[config.mk]
export PLATFORM = sky130hd
export DESIGN_NAME = data_bus_ctrl
export DESIGN_NICKNAME = d
export VERILOG_FILES = /design/src/rtl/data_bus_ctrl.sv
export SDC_FILE = /design/constraint.sdc
export NUM_CORES = 1
export LEC_CHECK = 0
export CAP_MARGIN = 20
export CORE_MARGIN = 2
export CORE_UTILIZATION = 40
export CTS_CLUSTER_SIZE = 24
export DETAILED_ROUTE_END_ITERATION = 10
export PLACE_DENSITY = 0.82
export SYNTH_ARGS = -nofsm -noshare
export SYNTH_HDL_FRONTEND = slang
export SYNTH_SLANG_ARGS = --single-unit
[constraint.sdc]
create_clock -name Clock -period 4.5 [get_ports Clock]
set_clock_uncertainty 0.1 [all_clocks]
set_input_delay 0.9 -clock Clock [delete_from_list [all_inputs] [get_ports Clock]]
set_output_delay 0.9 -clock Clock [all_outputs]
set_load 0.05 [all_outputs]
[src/rtl/data_bus_ctrl.sv]
// Data-side bus controller: decodes processor data accesses into RAM and board I/O
// and stalls the processor for the synchronous RAM read latency.
module data_bus_ctrl #(
  parameter int RAM_LATENCY = 1,
  parameter int RAM_AW      = 12
) (
  input  logic              Clock,
  input  logic              Reset,
  input  logic [15:0]       ProcAddr,
  input  logic [15:0]       ProcWrData,
  input  logic              ProcWrite,
  input  logic              ProcRead,
  output logic [15:0]       ProcRdData,
  output logic              ProcWaitreq,
  output logic [RAM_AW-1:0] MemAddr,
  output logic [15:0]       MemWrData,
  output logic              MemWrite,
  input  logic [15:0]       MemRdData,
  input  logic [9:0]        SW,
  input  logic [3:0]        KEY,
  output logic [9:0]        LEDR,
  output logic [41:0]       HexOut,
  output logic              BusErr
);

  typedef enum logic [1:0] {S_IDLE, S_WAIT, S_DONE} state_t;

  state_t      state, state_nx;
  logic [1:0]  cnt, cnt_nx;
  logic [3:0]  key_s1, key_s2;
  logic        ram_hit, led_hit, hex_hit, sw_hit, key_hit, mapped;
  logic        rd_req, wr_go, err, wait_c;
  logic [2:0]  hex_sel;
  logic [6:0]  hex_rd;
  logic [15:0] io_rd, rd_c;

  assign ram_hit = {1'b0, ProcAddr} < (17'd1 << RAM_AW);
  assign led_hit = ProcAddr == 16'h1000;
  assign hex_hit = (ProcAddr[15:3] == 13'h0400) && (ProcAddr[2:0] < 3'd6);
  assign sw_hit  = ProcAddr == 16'h3000;
  assign key_hit = ProcAddr == 16'h4000;
  assign mapped  = ram_hit | led_hit | hex_hit | sw_hit | key_hit;
  assign hex_sel = ProcAddr[2:0];

  // A simultaneous write wins; the read half is dropped and flagged.
  assign rd_req = ProcRead & ~ProcWrite;
  assign wr_go  = ProcWrite & (state == S_IDLE);
  assign err    = ((ProcRead | ProcWrite) & ~mapped) | (ProcRead & ProcWrite);

  assign MemAddr   = ProcAddr[RAM_AW-1:0];
  assign MemWrData = ProcWrData;
  assign MemWrite  = ProcWrite & ram_hit & (state == S_IDLE) & Reset;

  always_comb begin
    hex_rd = '0;
    for (int n = 0; n < 6; n++)
      if (hex_sel == 3'(n)) hex_rd = HexOut[7*n +: 7];
  end

  always_comb begin
    io_rd = '0;
    if (led_hit)      io_rd = {6'b0, LEDR};
    else if (hex_hit) io_rd = {9'b0, hex_rd};
    else if (sw_hit)  io_rd = {6'b0, SW};
    else if (key_hit) io_rd = {12'b0, key_s2};
  end

  always_comb begin
    state_nx = state;
    cnt_nx   = cnt;
    wait_c   = 1'b0;
    rd_c     = '0;
    case (state)
      S_IDLE: begin
        if (rd_req && ram_hit) begin
          wait_c   = 1'b1;
          cnt_nx   = 2'(RAM_LATENCY - 1);
          state_nx = (RAM_LATENCY == 1) ? S_DONE : S_WAIT;
        end else if (rd_req) begin
          rd_c = io_rd;
        end
      end
      S_WAIT: begin
        wait_c = 1'b1;
        cnt_nx = cnt - 2'd1;
        if (cnt == 2'd1) state_nx = S_DONE;
      end
      S_DONE: begin
        // Data is dropped if the processor abandoned the read.
        if (ProcRead) rd_c = MemRdData;
        state_nx = S_IDLE;
      end
      default: state_nx = S_IDLE;
    endcase
  end

  assign ProcWaitreq = wait_c & Reset;
  assign ProcRdData  = rd_c;

  always_ff @(posedge Clock) begin
    if (!Reset) begin
      state  <= S_IDLE;
      cnt    <= '0;
      LEDR   <= '0;
      HexOut <= '1;
      BusErr <= 1'b0;
      key_s1 <= 4'hF;
      key_s2 <= 4'hF;
    end else begin
      state  <= state_nx;
      cnt    <= cnt_nx;
      key_s1 <= KEY;
      key_s2 <= key_s1;
      if (wr_go && led_hit) LEDR <= ProcWrData[9:0];
      for (int n = 0; n < 6; n++)
        if (wr_go && hex_hit && hex_sel == 3'(n)) HexOut[7*n +: 7] <= ProcWrData[6:0];
      if (err) BusErr <= 1'b1;
    end
  end

endmodule

Yosys cells after proc, flatten, opt, wreduce, memory -nomap -nowiden
Cells that the tools add are included.
{"block": "word_totals", "register_bits": 65, "elab_cells": 81}
{"block": "classes", "n_addsub": 1, "magnitude_cmp": 2, "eq_ne": 14, "muxes": 21, "n_bitwise": 16, "n_reduce_logical": 15}
{"cell": "$mux 16", "count": 3}
{"cell": "$mux 7", "count": 6}
{"cell": "$pmux 16 s2", "count": 1}
{"cell": "$mux 10", "count": 3}
{"cell": "$eq 16x13->1 const B", "count": 1}
{"cell": "$eq 16x14->1 const B", "count": 1}
{"cell": "$eq 16x15->1 const B", "count": 1}
{"cell": "$lt 16x13->1 const B", "count": 1}
{"cell": "$eq 13x11->1 const B", "count": 1}
{"cell": "$logic_and 1x1->1", "count": 10}
{"cell": "$and 1x1->1", "count": 8}
{"cell": "$pmux 2 s2", "count": 2}
{"cell": "$eq 3x2->1 const B", "count": 2}
{"cell": "$eq 3x3->1 const B", "count": 2}
{"cell": "$mux 2", "count": 3}
{"cell": "$or 1x1->1", "count": 6}
{"cell": "$eq 2x1->1 const B", "count": 2}
{"cell": "$mux 4", "count": 1}
{"cell": "$reduce_and 2->1", "count": 2}
{"cell": "$eq 3x1->1 const B", "count": 1}
{"cell": "$logic_not 3->1", "count": 1}
{"cell": "$lt 3x3->1 const B", "count": 1}
{"cell": "$eq 2x2->1 const B", "count": 1}
{"cell": "$logic_not 2->1", "count": 1}
{"cell": "7 further kinds", "count": 8}

Depth between registers and ports, before layout
{"block": "logic_depth", "ltp_word": 12, "depth_mapped": 7, "depth_no_buf": 5}

Worst setup path after synthesis
No wires, ideal clock.
{"block": "synth_path", "kind": "input to output", "start": "input port ProcAddr[0]", "end": "output port ProcRdData[4]", "arrival_ps": 3188, "required_ps": 3500, "setup_slack_ps": 312, "stages": 7, "cell_sequence": "buf_2 nor4b_4 nor4b_2 and2_1 buf_4 a222oi_1 o21ai_0"}
{"block": "synth_between", "elab_chain_len": 12, "elab_cells_between_ends": 24, "classes_between": "2 x order compare; 7 x eq/ne; 12 x mux; 3 x reduce/logical"}
{"item": "start, declared", "line": "9", "rtl": "input logic [15:0] ProcAddr,"}
{"item": "$logic_not 3->1", "line": "57", "rtl": "if (hex_sel == 3'(n)) hex_rd = HexOut[7*n +: 7];"}
{"item": "$mux 7 (6 in a row)", "line": "57"}
{"item": "$mux 10", "line": "63", "rtl": "else if (hex_hit) io_rd = {9'b0, hex_rd};"}
{"item": "$mux 10", "line": "62", "rtl": "if (led_hit) io_rd = {6'b0, LEDR};"}
{"item": "$mux 16", "line": "79", "rtl": "end else if (rd_req) begin"}
{"item": "$mux 16 (*)", "line": "75", "rtl": "if (rd_req && ram_hit) begin"}
{"item": "$pmux 16 s2 (*)", "line": "73", "rtl": "case (state)"}
{"item": "end, declared", "line": "13", "rtl": "output logic [15:0] ProcRdData,"}
Every way passes the cells marked *; elsewhere a longest branch is shown, timed or not.

Worst setup path after layout
{"block": "layout_path", "start": "input port ProcAddr[2]", "end": "output port ProcRdData[2]"}
Same word-level chain as after synthesis.

==> impl_metrics.toml <==
[outcome]
outcome = "finished, final reports clean"

[worst_setup_path]
crit_path_start_kind = "input port"
worstPathMaxFanout = 5
r2r_slack_ns = 2.45
critPathCapture = "ProcRdData[2]"
crit_type = "input port to output port"
rr_worst_depth = 5
r2r_end = "HexOut[28]"
crit_start = "ProcAddr[2]"
end_kind = "output port"
slowest_stage = "or4_1"
arrival_ns = 3.30
slowest_delay_ns = 0.57
rr_startpoint = "state[1]"
cp.required_ns = 3.50
cp_cell_sequence = "clkdlybuf4s50_1 -> or4_1 -> nor4b_2 -> and3_1 -> o32ai_1 -> o21ai_0 -> buf_12"

[die]
die_h_um = 96.9
die_w_um = 96.9
die-area_um2 = 9400
ioPinCount = 165
fp.coreArea_um2 = 8300
fp-row-count = 33
initial_core_util_pct = 41.6

[synthesis]
ys_async_sr_fraction_pct = 0
synth_enable_flop_cells = 0
syn_inst = 369
ys_ff_latch = 62
syn_area_um2 = 3450
yosysWarningCount = 0
ys_seq_area_share_pct = 35.9
ys_types = 46
synth_fp_nets = 435
synth_ff_type = "dfxtp_1"
avgSynthCellArea_um2 = 9.36

[cts]
path_clk_slew_ns = 0.07
cts_made_buffers = 9
cts_root_buffer = "clkbuf_8"
postCtsHoldBufs = 0
ctsResizeCount = 0
cts.sinks = 62
clockBufferDepth = 2
post_cts_buffers = 0
insertion_delay_ns = 0.34
cts_tree = "yes"
ctsHtreeMaxLevel = 3

[detailed_routing]
drc_errors = 0
detail_route.iter0.violations = 203
wire_per_inst_um = 17.7
routed_wl_um = 10600
antenna_left = 0
via_count = 3257
first_pass_iters = 5
avgViaCountPerCell = 5.44

[power_and_ir_drop]
p_per_area_nw_per_um2 = 240
p_leak_nw = 2.08
ir_drop_v = 0.000174

[placed_design]
hpwl_um = 7980
io_buffers = 152
dpl.cell_count = 583
post_dp_cell_area_um2 = 4940
place.gp.congestion = 0.887

[cells_and_area]
stdcell_area_um2 = 5130
layout.nets = 555
layout-drive-gt1-share_pct = 10.7
stdcell_count = 599
antenna_cells = 0
area_delta_synth_final_pct = 48.6

[sta]
relSlewSlack_pct = 45.1
tns_ns = 0
rsz0062_at_grt = "false"
max_freq_mhz = 232
hold_viol = 0
setup_viol = 0
period_share_pct = 95.6
slew_violations = 0
holdWs_ns = 0.295
period_needed_ns = 4.30
worstMarginPinSlew_ns = 0.818

[global_routing]
grt.total_usage_pct = 21.9
grt_start_max_net_pins = 70
grt_pass1_vias = 3182
grt_pass1_wl_um = 16600
antenna_found_initial = 0
overflow = 0

[job]
maxCapViolCount = 0

[min_path]
hold_class = "flop to flop"
holdPathStages = 1
worstHoldStart = "key_s1[3]"
## logic make-up (layout without fill, tap and decap cells)
| logic type | after synthesis | in the layout | share of synthesized area [%] |
|---|---|---|---|
| multiplexers | 54 | 54 | 15.8 |
| AO/OA/AOI/OAI | 63 | 63 | 12.2 |
| buffers and inverters | 53 | 178 | 9.34 |
| flip-flops | 62 | 62 | 35.9 |
| AND/OR/NAND/NOR | 137 | 137 | 26.7 |
## Yosys cell counts (4+ instances only)
master    number  area, um^2
a21oi_1       19        95.1
a22oi_1        6        45.0
a32oi_1        8        70.1
and3_1        12        75.1
buf_2          6        30.0
buf_4         29         218
clkbuf_1      13        48.8
dfxtp_1       62        1240
mux2i_1       51         510
nand2_1       12        45.0
nand2b_1      12        75.1
nor2_1        14        52.6
nor2b_1       46         288
nor3b_1       15         113
o21ai_0       10        50.1
o221ai_1       4        35.0
## metrics by stage
stage                     total power [mW]  setup WS, ns  utilization (%)
final                                 1.23         0.196             61.8
after global routing                  1.27        0.0718             61.8
after CTS                             1.23         0.234             61.8
after detailed placement             0.765         0.241             59.6
after global placement               0.764         0.336             59.6
after floorplan                      0.695         0.312                -
## layout by cell type (no fill, tap or decap), types with 4 or more instances in the layout
| cell type | instances |
|---|---|
| clkbuf_8 | 9 |
| buf_12 | 10 |
| nor3b_1 | 15 |
| nand2_1 | 12 |
| nor2_1 | 14 |
| dfxtp_1 | 62 |
| o21ai_0 | 10 |
| a22oi_1 | 6 |
| nor2b_1 | 46 |
| clkdlybuf4s50_1 | 139 |
| nand2b_1 | 12 |
| a32oi_1 | 8 |
| o221ai_1 | 4 |
| a21oi_1 | 19 |
| buf_4 | 10 |
| mux2i_1 | 51 |
| and3_1 | 12 |
## how the worst min path moves through the flow
stage / endpoint / slack [ns]
after floorplan: key_s2[0] / 0.29
after global placement: key_s2[3] / 0.29
after detailed placement: key_s2[3] / 0.29
after CTS: key_s2[3] / 0.29
after global routing: key_s2[3] / 0.31
final: key_s2[3] / 0.30
## power breakdown
group	switching, mW	internal, mW	leakage (nW)
Clock	0.225	0.255	0.100
Combinational	0.107	0.0932	1.48
Sequential	0.00127	0.553	0.503
Total	0.333	0.901	2.08
## per-layer routing
layer  global-route usage, %  up-vias  wire length [um]
met5                       0        -                 0
met4                    7.26        0               206
met3                    5.20       19               739
met2                    38.2      138              5440
met1                    26.3     1551              4230
li1                        -     1549                 -
## flip-flops by register name (all words and copies together) (netlist names)
name and cells:
state 1, LEDR 10, BusErr 1, key_s2 4, key_s1 4, HexOut 42
## worst max-delay path: cells and delay by family
family | cells | cell delay, ns
buf+inv | 2 | 0.69
compound gates | 2 | 0.40
simple gates | 3 | 1.30
## layout make-up
cell class,count,area (um^2)
tap,105,131
multi-input combinational,254,1890
clock inverter,6,62.6
sequential,62,1240
fill,702,3170
inverter,2,7.51
clock buffer,10,128
timing repair buffer,160,1670
Power figures use the tool's default switching activity.
